### src/rtl/bus_slave_resp_mux.sv
// Registered slave response mux: tracks one outstanding access, selects the responder by chip-select.
// Optional WAIT timeout with error response is enabled by defining SLAVE_MUX_TIMEOUT_EN.
module bus_slave_resp_mux #(
    parameter int                N_SLAVES = 8,
    parameter int                DATA_W   = 32,
    parameter int                TIMEOUT  = 15,
    parameter logic [DATA_W-1:0] ERR_DATA = 32'hDEAD_BEEF
) (
    input  logic                         clk,
    input  logic                         reset,
    input  logic [N_SLAVES-1:0]          s_cs,
    input  logic [N_SLAVES-1:0]          s_ready,
    input  logic [N_SLAVES*DATA_W-1:0]   s_rd_data,
    output logic [DATA_W-1:0]            m_rd_data,
    output logic                         m_ready,
    output logic                         m_err,
    output logic [$clog2(N_SLAVES)-1:0]  m_sel_idx,
    output logic                         busy
);

    localparam int IDX_W = $clog2(N_SLAVES);

    typedef enum logic [1:0] {
        IDLE = 2'd0,
        WAIT = 2'd1,
        DONE = 2'd2
    } state_t;

    state_t state_reg;

    logic [DATA_W-1:0] slave_data [N_SLAVES];
    logic [IDX_W-1:0]  low_idx;
    logic              multi_sel;

    genvar gi;
    generate
        for (gi = 0; gi < N_SLAVES; gi++) begin : g_slice
            assign slave_data[gi] = s_rd_data[gi*DATA_W +: DATA_W];
        end
    endgenerate

    // Scan from the top so the lowest asserted chip-select wins.
    always_comb begin
        low_idx = '0;
        for (int i = N_SLAVES - 1; i >= 0; i--) begin
            if (s_cs[i]) begin
                low_idx = IDX_W'(i);
            end
        end
        multi_sel = (s_cs & (s_cs - N_SLAVES'(1))) != '0;
    end

`ifdef SLAVE_MUX_TIMEOUT_EN
    localparam int TIMER_W = $clog2(TIMEOUT + 1);
    logic [TIMER_W-1:0] timer_reg;
`endif

    always_ff @(posedge clk or negedge reset) begin
        if (!reset) begin
            state_reg <= IDLE;
            m_rd_data <= '0;
            m_ready   <= 1'b0;
            m_err     <= 1'b0;
            m_sel_idx <= '0;
            busy      <= 1'b0;
`ifdef SLAVE_MUX_TIMEOUT_EN
            timer_reg <= '0;
`endif
        end else begin
            // Response strobe and data are one-cycle pulses; data is zero otherwise.
            m_ready   <= 1'b0;
            m_err     <= 1'b0;
            m_rd_data <= '0;
            case (state_reg)
                IDLE: begin
                    if (|s_cs) begin
                        m_sel_idx <= low_idx;
                        busy      <= 1'b1;
                        if (multi_sel) begin
                            state_reg <= DONE;
                            m_ready   <= 1'b1;
                            m_err     <= 1'b1;
                            m_rd_data <= ERR_DATA;
                        end else if (s_ready[low_idx]) begin
                            state_reg <= DONE;
                            m_ready   <= 1'b1;
                            m_rd_data <= slave_data[low_idx];
                        end else begin
                            state_reg <= WAIT;
`ifdef SLAVE_MUX_TIMEOUT_EN
                            timer_reg <= '0;
`endif
                        end
                    end
                end
                WAIT: begin
                    if (!s_cs[m_sel_idx]) begin
                        state_reg <= IDLE;
                        busy      <= 1'b0;
                    end else if (s_ready[m_sel_idx]) begin
                        state_reg <= DONE;
                        m_ready   <= 1'b1;
                        m_rd_data <= slave_data[m_sel_idx];
`ifdef SLAVE_MUX_TIMEOUT_EN
                    end else if (timer_reg == TIMER_W'(TIMEOUT - 1)) begin
                        state_reg <= DONE;
                        m_ready   <= 1'b1;
                        m_err     <= 1'b1;
                        m_rd_data <= ERR_DATA;
                    end else if (timer_reg < TIMER_W'(TIMEOUT)) begin
                        timer_reg <= timer_reg + TIMER_W'(1);
`endif
                    end
                end
                DONE: begin
                    state_reg <= IDLE;
                    busy      <= 1'b0;
                end
                default: begin
                    state_reg <= IDLE;
                    busy      <= 1'b0;
                end
            endcase
        end
    end

endmodule

### config.mk
export PLATFORM = sky130hd
export DESIGN_NAME = bus_slave_resp_mux
export DESIGN_NICKNAME = d
export VERILOG_FILES = /design/src/rtl/bus_slave_resp_mux.sv
export SDC_FILE = /design/constraint.sdc
export NUM_CORES = 1
export LEC_CHECK = 0
export ABC_AREA = 1
export CORE_AREA = 2 2 122 124
export DETAILED_ROUTE_END_ITERATION = 7
export DIE_AREA = 0 0 124 126
export DONT_BUFFER_PORTS = 1
export SYNTH_ARGS = -nofsm -noshare
export SYNTH_HDL_FRONTEND = slang
export SYNTH_SLANG_ARGS = --single-unit
### constraint.sdc
create_clock -name clk -period 2.05 [get_ports clk]
set_input_delay 0.3075 -clock clk [delete_from_list [all_inputs] [get_ports clk]]
set_output_delay 0.3075 -clock clk [all_outputs]
set_load 0.02 [all_outputs]
==> results of run 1 <==
[kinds of logic (layout without fill, tap and decap cells)]
| group | Yosys count | in the layout |
|---|---|---|
| compound gates | 263 | 263 |
| simple gates | 811 | 811 |
| buf+inv | 182 | 118 |
| flops | 40 | 40 |
[stage by stage]
step	instance area [µm²]	std cells	util [%]	hold slack, ns	worst slack, ns
final	7150	1416	49.9	0.313	0.129
after global routing	7150	1416	49.9	0.327	-0.00395
after CTS	7120	1412	49.7	0.305	0.175
after detailed placement	6900	1402	48.2	0.0145	0.150
after global placement	6900	1402	48.2	0.0145	0.179
after floorplan	6760	1296	-	0.0119	0.316
[area by class of cell]
cell class | count | area, µm² | area share, %
multi-input cells | 1074 | 4970 | 69.6
flip-flops and latches | 40 | 1010 | 14.1
clock buffers | 7 | 153 | 2.14
repair buffers | 47 | 513 | 7.18
well taps | 184 | 230 | 3.22
clock inverters | 1 | 30.0 | 0.420
inverters | 63 | 241 | 3.38
[how the worst max path moves through the flow]
| stage | from | slack (ns) | depth (start not counted) | end |
|---|---|---|---|---|
| detailed placement | s_cs[1] | 0.15 | 10 | m_rd_data[13]$_DFF_PN0_ |
| finish | state_reg[1]$_DFFE_PN0P_ | 0.13 | 9 | m_rd_data[14]$_DFF_PN0_ |
| global placement | s_cs[1] | 0.18 | 10 | m_rd_data[13]$_DFF_PN0_ |
| floorplan | m_sel_idx[0]$_DFFE_PN0P_ | 0.32 | 9 | m_rd_data[8]$_DFF_PN0_ |
| global route | m_sel_idx[0]$_DFFE_PN0P_ | -0.004 | 11 | m_rd_data[16]$_DFF_PN0_ |
| CTS | m_sel_idx[0]$_DFFE_PN0P_ | 0.17 | 11 | m_rd_data[20]$_DFF_PN0_ |
[power groups by stage]
stage | registers (mW) | logic (mW) | clock network (mW)
3_5_place_dp | 1.27 | 3.09 | 0
4_1_cts | 1.26 | 3.12 | 1.01
6_report | 1.25 | 3.24 | 1.00
3_3_place_gp | 1.27 | 3.06 | 0
5_1_grt | 1.26 | 3.64 | 1.05
2_1_floorplan | 1.19 | 2.33 | 0
[worst max-delay path, stage by stage, from the launching register on]
cell and delay, ns:
dfrtp_1 0.41, nor2_1 0.26, inv_1 0.14, nor2_2 0.14, inv_1 0.16, nor2_2 0.36
nand2_1 0.14, nor2_1 0.12, nand2_1 0.05, nand2_1 0.06
[per-layer routing]
layer	part of all wire [%]	GRT usage [%]
met2	44	56.0
met1	38	47.7
met5	0	0
met4	3.8	13.7
met3	14	11.6
[placed cells by master, fill, tap and decap left out, types with 3 or more instances in the layout]
cell type  synthesis  layout
clkbuf_16          0       5
a21oi_1           56      56
inv_2              4       5
nor2_1           130     130
o21ai_0          147     147
buf_12             0      11
o21ai_1            5       5
inv_1             57      54
nand3b_1          15      15
nor2_2             3       3
nand2_1          317     317
nand3_1          341     341
o22ai_1           50      50
buf_4              8      34
dfrtp_1           40      37
[timing repair]
action                                 CTS  global route
setup endpoints to repair                0            21
resized for setup                        0             0
buffers inserted                         0             4
hold buffers                             2             0
endpoints found under the hold margin   40             0
==> metrics.md, run 1 <==
| Metric | Value |
|---|---|
| Status | complete, no violations |
| Critical Path Start Type | flip-flop |
| HP Start | s_cs[0] |
| Top-count cell post-synth | nand3_1 |
| Mapped Cells | 1296 |
| Synth Area in Compound Gates | 20.7% |
| Register area share after synthesis | 14.8% |
| Initial antenna violation count | 0 |
| First-pass GRT wire length | 44800 µm |
| Sequential power share | 22.7% |
| Vias in the first global route | 8152 |
| Tot GR Track Use | 36.5% |
| Max Transition Viols Final | 0 |
| Full die area | 15600 µm² |
| Crit. End Element | flip-flop |
| Average wire per standard cell | 21.0 µm |
| Final hold viol count | 0 |
| P&R area growth vs syn | 5.83% |
| TNS Setup | 0 ns |
| Clock Power Share | 18.3% |
| Minimum clock period | 1.92 ns |
| Power per cell area | 768 nW/µm² |
| Syn avg cell area | 5.21 µm² |
| Routability Congestion | 0.971 |
| Die Ht | 126 µm |
| Xor and xnor area share after synthesis | 0% |
| CTS tree | done |
| Clock latency at the later pin of the worst-skew pair | 0.29 ns |
| DRT Pass-1 Iters | 5 |
| 1st-iter DRT viols | 1035 |
| Setup CP Type | reg -> reg |
| Post-DP HPWL | 20300 µm |
| Routed vias | 9160 |
| Grt ovf | 0 |
| Number of flip-flops in the largest register | 32 |
| Ys Warns | 0 |
| Synth unique cells | 27 |
| N_diodes | 0 |
| Net Sw Frac | 52.1% |
| Root buffer cell | clkbuf_16 |
| Row count | 44 |
| Syn nets | 1570 |
| Post-synth EDFFs | 0 |
| Worst R2R End | m_rd_data[14]$_DFF_PN0_ |
| Reg2reg path depth | 9 |
| Sw power | 2.86 mW |
| Post-Syn Area | 6760 µm² |
| Achievable Freq | 520 MHz |
| Core ar. | 14300 µm² |
| Post-synthesis mux area share | 0% |
| CTS H-tree lvls | 2 |
| Crit-path max FO | 8 |
| Final Total Pwr | 5.49 mW |
| FILL cells | 1626 |
| Adder-Cell Fraction of Synth Area | 0% |
| CTS Buf Count | 5 |
| Hold depth | 3 |
| Combinational power share | 59.0% |
| Min-delay worst type | in -> reg |
| Int Power | 2.63 mW |
| Layout Nets | 1505 |
| Routed Antenna Nets | 0 |
| Top cell type's share of synthesized area | 25.3% |
| Ports | 312 |
| Leakage Power | 3.32 nW |
| Worst Tran Pin Value | 0.613 ns |
| Total Wirelength | 29800 µm |
| Final setup vio count | 0 |
| Layout Skew | 0.00969 ns |
| Clock buffer depth | 2 |
| Slew margin rel. | 59.1% |
| Routed vias/inst | 6.47 |
| Drt drc | 0 |
| Clock sinks | 40 |
| Synth cell count leaders | nand3_1 (341), nand2_1 (317), o21ai_0 (147) |
| Peak supply drop | 645 µV |
| Reg-to-reg critical path startpoint | state_reg[1]$_DFFE_PN0P_ |
| Largest net degree at the start of global routing | 110 |
| Die width | 124 µm |
| Main combinational cell family by area after synthesis | simple AND/OR/NAND/NOR gates |
| IO Port Bufs | 0 |
| Hold Path End | m_sel_idx[2]$_DFFE_PN0P_ |
| Yosys reg bits | 40 |
| Top post-synthesis cells by area | nand3_1 (25%), nand2_1 (18%), dfrtp_1 (15%), o21ai_0 (11%), nor2_1 (7.2%) |
| Initial Util | 47.2% |
| Crit share post-route | 93.7% |
| Layout cells sized above 1 | 5.93% |
| Worst-path clk slew | 0.07 ns |
| Top_reg_cell synth | dfrtp_1 |
| Max-cap violations | 0 |
| WP data required | 2.27 ns |
| R2r setup slk | 0.13 ns |
| Crit path DAT | 2.14 ns |
| Post-Synth Simple-Gate Area | 52.8% |
| Synth async-reset ratio | 100% |
| Area leader, netlist | nand3_1 |
No activity file was read; power rests on OpenSTA's default activity.
==> run 2: changes to the inputs <==
- CORE_AREA: 2 2 122 124 -> unset
- CORE_MARGIN: unset -> 2
- CORE_UTILIZATION: unset -> 25
- DIE_AREA: 0 0 124 126 -> unset
==> metrics.md, run 2 (synthesis results as in run 1) <==
| Metric | Value |
|---|---|
| Grt ovf | 0 (unchanged) |
| Power per cell area | 752 nW/µm² (was 768 nW/µm²) |
| Worst Tran Pin Value | 0.597 ns (was 0.613 ns) |
| Initial Util | 25.3% (was 47.2%) |
| Final hold viol count | 0 (unchanged) |
| Number of flip-flops in the largest register | 32 (unchanged) |
| Achievable Freq | 495 MHz (was 520 MHz) |
| WP data required | 2.24 ns (was 2.27 ns) |
| Crit path buf inv count | 4 (was 2) |
| Minimum clock period | 2.02 ns (was 1.92 ns) |
| Root buffer cell | clkbuf_16 (unchanged) |
| Total Wirelength | 34900 µm (was 29800 µm) |
| TNS Setup | 0 ns (unchanged) |
| Routed vias | 9513 (was 9160) |
| Peak supply drop | 361 µV (was 645 µV) |
| Routed Antenna Nets | 0 (unchanged) |
| P&R area growth vs syn | 12.8% (was 5.83%) |
| Family with the most delay on the worst path | buffers and inverters (was simple AND/OR/NAND/NOR gates) |
| N_diodes | 0 (unchanged) |
| CTS Buf Count | 5 (unchanged) |
| Initial antenna violation count | 1 (was 0) |
| Die width | 168 µm (was 124 µm) |
| Slew margin rel. | 60.2% (was 59.1%) |
| Full die area | 28400 µm² (was 15600 µm²) |
| Routability Congestion | 0.909 (was 0.971) |
| DRT Pass-1 Iters | 7 (was 5) |
| Layout Skew | 0.00574 ns (was 0.00969 ns) |
| Hold_ws | 0.327 ns (was 0.313 ns) |
| Crit. End Element | flip-flop (unchanged) |
| Post-DP HPWL | 22900 µm (was 20300 µm) |
| Clock sinks | 40 (unchanged) |
| Final setup vio count | 0 (unchanged) |
| Max Transition Viols Final | 0 (unchanged) |
| Most frequent cells in the layout | nand3_1 (341), nand2_1 (305), o21ai_0 (139) (was nand3_1 (341), nand2_1 (317), o21ai_0 (147)) |
| Die Ht | 168 µm (was 126 µm) |
| Clock Power Share | 15.6% (was 18.3%) |
| IO Port Bufs | 0 (unchanged) |
| CP peak stage delay | 0.49 ns (was 0.41 ns) |
| RSZ-0062 raised after global routing | yes |
| Row count | 60 (was 44) |
| Drt drc | 0 (unchanged) |
| Layout cells sized above 1 | 8.31% (was 5.93%) |
| Critical Path Start Type | flip-flop (unchanged) |
| Most common cell after layout, fill and taps aside | nand3_1 (unchanged) |
| Min-delay worst type | in -> reg (unchanged) |
| Sequential power share | 22.2% (was 22.7%) |
| Ports | 312 (unchanged) |
| Average wire per standard cell | 22.1 µm (was 21.0 µm) |
| Core ar. | 26700 µm² (was 14300 µm²) |
| Clock buffer depth | 2 (unchanged) |
| Worst-path clk slew | 0.07 ns (about the same) |
| Leakage Power | 3.41 nW (was 3.32 nW) |
| First-pass GRT wire length | 49300 µm (was 44800 µm) |
| 1st-iter DRT viols | 1125 (was 1035) |
| Routed metal-1 wire length | 12900 µm (was 11300 µm) |
| Setup CP Type | reg -> reg (unchanged) |
| Sw power | 3.14 mW (was 2.86 mW) |
| Crit-path max FO | 8 (unchanged) |
| Largest net degree at the start of global routing | 101 (was 110) |
| Clock latency at the later pin of the worst-skew pair | 0.30 ns (was 0.29 ns) |
| CP cell instances | buf_6 > buf_8 > nand2_4 > o21ai_2 > a21oi_1 > o21ai_1 > nand4_1 > clkinv_4 > clkbuf_16 > nand2_2 > nand2_1 (was nor2_1 > inv_1 > nor2_2 > inv_1 > nor2_2 > nand2_1 > nor2_1 > nand2_1 > nand2_1) |
| Layout Nets | 1513 (was 1505) |
| Max-cap violations | 0 (unchanged) |
| Routed vias/inst | 6.02 (was 6.47) |
| Tot GR Track Use | 22.3% (was 36.5%) |
| Int Power | 2.59 mW (was 2.63 mW) |
| Met3 WL post-DR | 4780 µm (was 4210 µm) |
| Crit share post-route | 98.6% (was 93.7%) |
| CTS H-tree lvls | 2 (unchanged) |
| Net Sw Frac | 54.7% (was 52.1%) |
| Vias in the first global route | 8554 (was 8152) |
| Met2 wire length | 15400 µm (was 13100 µm) |
| CTS tree | done (unchanged) |
| Crit path max-delay cell type | dfrtp_4 (was dfrtp_1) |
| Status | complete, no violations (unchanged) |
| Crit path DAT | 2.22 ns (was 2.14 ns) |
| Combinational power share | 62.2% (was 59.0%) |
| DR top layer | met5 (was met4) |
run 2: changes by cell type in the layout (fill, tap and decap cells not counted), sizes merged:
| cell | previous run | this run |
|---|---|---|
| clkbuf | 7 | 10 |
| bufinv | 1 | 0 |
| inv | 61 | 59 |
| buf | 46 | 50 |
| clkinv | 2 | 6 |
run 2: routing by layer:
| metal | up-vias | global-route usage, % |
|---|---|---|
| li1 | 4283 | - |
| met1 | 4316 | 26.6 |
| met2 | 761 | 35.7 |
| met3 | 151 | 8.42 |
| met4 | 2 | 10.0 |
| met5 | - | 0 |
run 2: cell type report:
cell class / instances / area (µm²)
Clock buffer: 6 / 139
Clock inverter: 2 / 10.0
Fill cell: 3008 / 19100
Inverter: 63 / 251
Multi-Input combinational cell: 1074 / 5050
Sequential cell: 40 / 1010
Tap cell: 341 / 427
Timing Repair Buffer: 55 / 731
run 2: path summary, 6_finish.rpt:
kind                                          start                        to  slack, ns  depth (start not counted)
hold / removal                              s_cs[0]  m_sel_idx[2]$_DFFE_PN0P_       0.33                          3
min in group asynchronous                     reset  m_sel_idx[2]$_DFFE_PN0P_       0.51                          2
hold reg to reg            state_reg[0]$_DFFE_PN0P_  state_reg[0]$_DFFE_PN0P_       0.55                          2
setup / recovery           m_sel_idx[0]$_DFFE_PN0P_   m_rd_data[19]$_DFF_PN0_       0.03                         11
setup reg to reg           m_sel_idx[0]$_DFFE_PN0P_   m_rd_data[19]$_DFF_PN0_       0.03                         11
max in group asynchronous                     reset  m_sel_idx[0]$_DFFE_PN0P_       1.31                          2
run 2: stage by stage:
stage	std cells	area, µm²	worst slack [ns]	utilization, %	power, mW
5_1_grt	1581	7620	-0.0616	28.5	6.17
3_5_place_dp	1560	7160	0.0695	26.8	4.45
2_1_floorplan	1296	6760	0.316	-	3.51
4_1_cts	1570	7350	0.0547	27.5	5.40
3_3_place_gp	1560	7160	0.116	26.8	4.40
6_report	1581	7620	0.0281	28.5	5.73
run 2: worst min-delay path, cell delays in order:
cell,delay [ns]
nor2_2,0.03
nand2_1,0.11
a22oi_1,0.13
run 2: power groups by stage:
| stage | clock, mW | sequential [mW] | combinational [mW] |
|---|---|---|---|
| 2_1_floorplan | 0 | 1.19 | 2.33 |
| 3_3_place_gp | 0 | 1.30 | 3.10 |
| 3_5_place_dp | 0 | 1.30 | 3.14 |
| 4_1_cts | 0.926 | 1.29 | 3.18 |
| 5_1_grt | 0.957 | 1.28 | 3.93 |
| 6_report | 0.893 | 1.27 | 3.57 |
run 2: what timing repair did:
action	in CTS	in global routing
gates resized for setup	0	45
hold buffers	2	0
endpoints found under the setup margin	0	32
buffers inserted	0	7
endpoints found under the hold margin	40	0
==> run 3: changes to the inputs <==
- CORE_ASPECT_RATIO: unset -> 1.75
==> metrics.md, run 3 (synthesis results as in run 1) <==
| Metric | Value |
|---|---|
| HP Start | s_rd_data[241] (was s_cs[0]) |
| Power per cell area | 733 nW/µm² (was 752 nW/µm²) |
| RSZ-0062 raised after global routing | no (was yes) |
| Reg-to-reg critical path startpoint | m_sel_idx[1]$_DFFE_PN0P_ (was m_sel_idx[0]$_DFFE_PN0P_) |
| Die Ht | 221 µm (was 168 µm) |
| Drt drc | 0 (unchanged) |
| Crit path DAT | 2.15 ns (was 2.22 ns) |
| 1st-iter DRT viols | 982 (was 1125) |
| Routed vias | 9373 (was 9513) |
| Slew margin rel. | 67.8% (was 60.2%) |
| Largest net degree at the start of global routing | 87 (was 101) |
| Root buffer cell | clkbuf_16 (unchanged) |
| Worst Tran Pin Value | 0.483 ns (was 0.597 ns) |
| Crit. End Element | flip-flop (unchanged) |
| Routed Antenna Nets | 0 (unchanged) |
| Max Transition Viols Final | 0 (unchanged) |
| Minimum clock period | 1.91 ns (was 2.02 ns) |
| Post-CTS Repair Setup Buffers | 0 (unchanged) |
| Peak supply drop | 416 µV (was 361 µV) |
| Final Total Pwr | 5.42 mW (was 5.73 mW) |
| Clock buffer depth | 2 (unchanged) |
| Layout cells sized above 1 | 6.08% (was 8.31%) |
| First-pass GRT wire length | 51200 µm (was 49300 µm) |
| Worst-path clk slew | 0.06 ns (was 0.07 ns) |
| Post-route cell area | 7390 µm² (was 7620 µm²) |
| Tot GR Track Use | 23.0% (was 22.3%) |
| Min-delay worst type | in -> reg (unchanged) |
| Vias in the first global route | 8934 (was 8554) |
| Ports | 312 (unchanged) |
| Achievable Freq | 524 MHz (was 495 MHz) |
| Area after DPL | 7190 µm² (was 7160 µm²) |
| DRT Pass-1 Iters | 7 (unchanged) |
| Total Wirelength | 34200 µm (was 34900 µm) |
| Clock latency at the later pin of the worst-skew pair | 0.30 ns (about the same) |
| Crit share post-route | 93.1% (was 98.6%) |
| Full die area | 28400 µm² (about the same) |
| Status | complete, no violations (unchanged) |
| WP data required | 2.29 ns (was 2.24 ns) |
| FILL cells | 3027 (was 3008) |
| TNS Setup | 0 ns (unchanged) |
| Core ar. | 26600 µm² (was 26700 µm²) |
| Number of flip-flops in the largest register | 32 (unchanged) |
| Average wire per standard cell | 21.9 µm (was 22.1 µm) |
| CTS H-tree lvls | 2 (unchanged) |
| Hold_ws | 0.336 ns (was 0.327 ns) |
| Crit-path max FO | 18 (was 8) |
| Grt ovf | 0 (unchanged) |
| Clock sinks | 40 (unchanged) |
| P&R area growth vs syn | 9.39% (was 12.8%) |
| Row count | 79 (was 60) |
| Leakage Power | 3.34 nW (was 3.41 nW) |
| Critical Path Start | m_sel_idx[1]$_DFFE_PN0P_ (was m_sel_idx[0]$_DFFE_PN0P_) |
| IO Port Bufs | 0 (unchanged) |
| Layout Skew | 0.00603 ns (was 0.00574 ns) |
| Die width | 128 µm (was 168 µm) |
| Most common cell after layout, fill and taps aside | nand3_1 (unchanged) |
| Initial Util | 25.4% (was 25.3%) |
| Final hold viol count | 0 (unchanged) |
| Setup CP Type | reg -> reg (unchanged) |
| Post-DP HPWL | 24000 µm (was 22900 µm) |
| CTS tree | done (unchanged) |
| Routability Congestion | 0.912 (was 0.909) |
| Final setup vio count | 0 (unchanged) |
| Initial antenna violation count | 0 (was 1) |
| Routed vias/inst | 6.02 (about the same) |
| CTS Buf Count | 5 (unchanged) |
| Critical Path Start Type | flip-flop (unchanged) |
| Most frequent cells in the layout | nand3_1 (341), nand2_1 (316), o21ai_0 (147) (was nand3_1 (341), nand2_1 (305), o21ai_0 (139)) |
| Max-cap violations | 0 (unchanged) |
| Layout Nets | 1506 (was 1513) |
| N_diodes | 0 (unchanged) |
## run 3: final timing paths
kind | end | slack [ns] | cells after the start
max | m_rd_data[13]$_DFF_PN0_ | 0.14 | 8
min | m_rd_data[17]$_DFF_PN0_ | 0.34 | 4
max reg2reg | m_rd_data[13]$_DFF_PN0_ | 0.14 | 8
min reg2reg | state_reg[0]$_DFFE_PN0P_ | 0.59 | 2
max in group asynchronous | m_sel_idx[1]$_DFFE_PN0P_ | 1.22 | 2
min in group asynchronous | m_sel_idx[0]$_DFFE_PN0P_ | 0.60 | 2
## run 3: where the power goes
part           switching (mW)  total, mW  internal [mW]
sequential              0.320       1.26          0.941
combinational            2.24       3.28           1.04
clock                   0.392      0.880          0.489
## run 3: metal layers
metal,track usage (%),up-vias,wire (µm)
met1,25.0,4275,11600
met5,0,-,0
met3,6.09,150,3720
met4,13.3,0,2170
met2,39.7,680,16600
li1,-,4268,-
## run 3: area by class of cell
class / instances / area (µm²) / area share (%)
multi-input cells: 1074 / 4980 / 67.4
flip-flops and latches: 40 / 1010 / 13.6
repair buffers: 48 / 607 / 8.21
well taps: 324 / 405 / 5.49
inverters: 63 / 241 / 3.27
clock buffers: 8 / 146 / 1.98
## run 3: worst max-delay path, cell delays in order (launching register included)
cell and delay, ns:
dfrtp_2 0.47, inv_2 0.09, buf_4 0.20, o21ai_0 0.35
nand4_1 0.22, inv_2 0.17, buf_12 0.17, nand2_1 0.06
nand2_1 0.08
## run 3: timing repair
item,4_1_cts,5_1_grt
hold endpoints to repair,40,0
hold buffers,2,0
resized for setup,0,3
setup endpoints to repair,0,14
## run 3: metrics by stage
step	cells	util (%)	worst slack (ns)
after CTS	1557	27.7	0.0864
after global placement	1547	27.1	0.0877
after detailed placement	1547	27.1	0.0694
after floorplan	1296	-	0.316
final	1557	27.8	0.142
after global routing	1557	27.8	0.0399
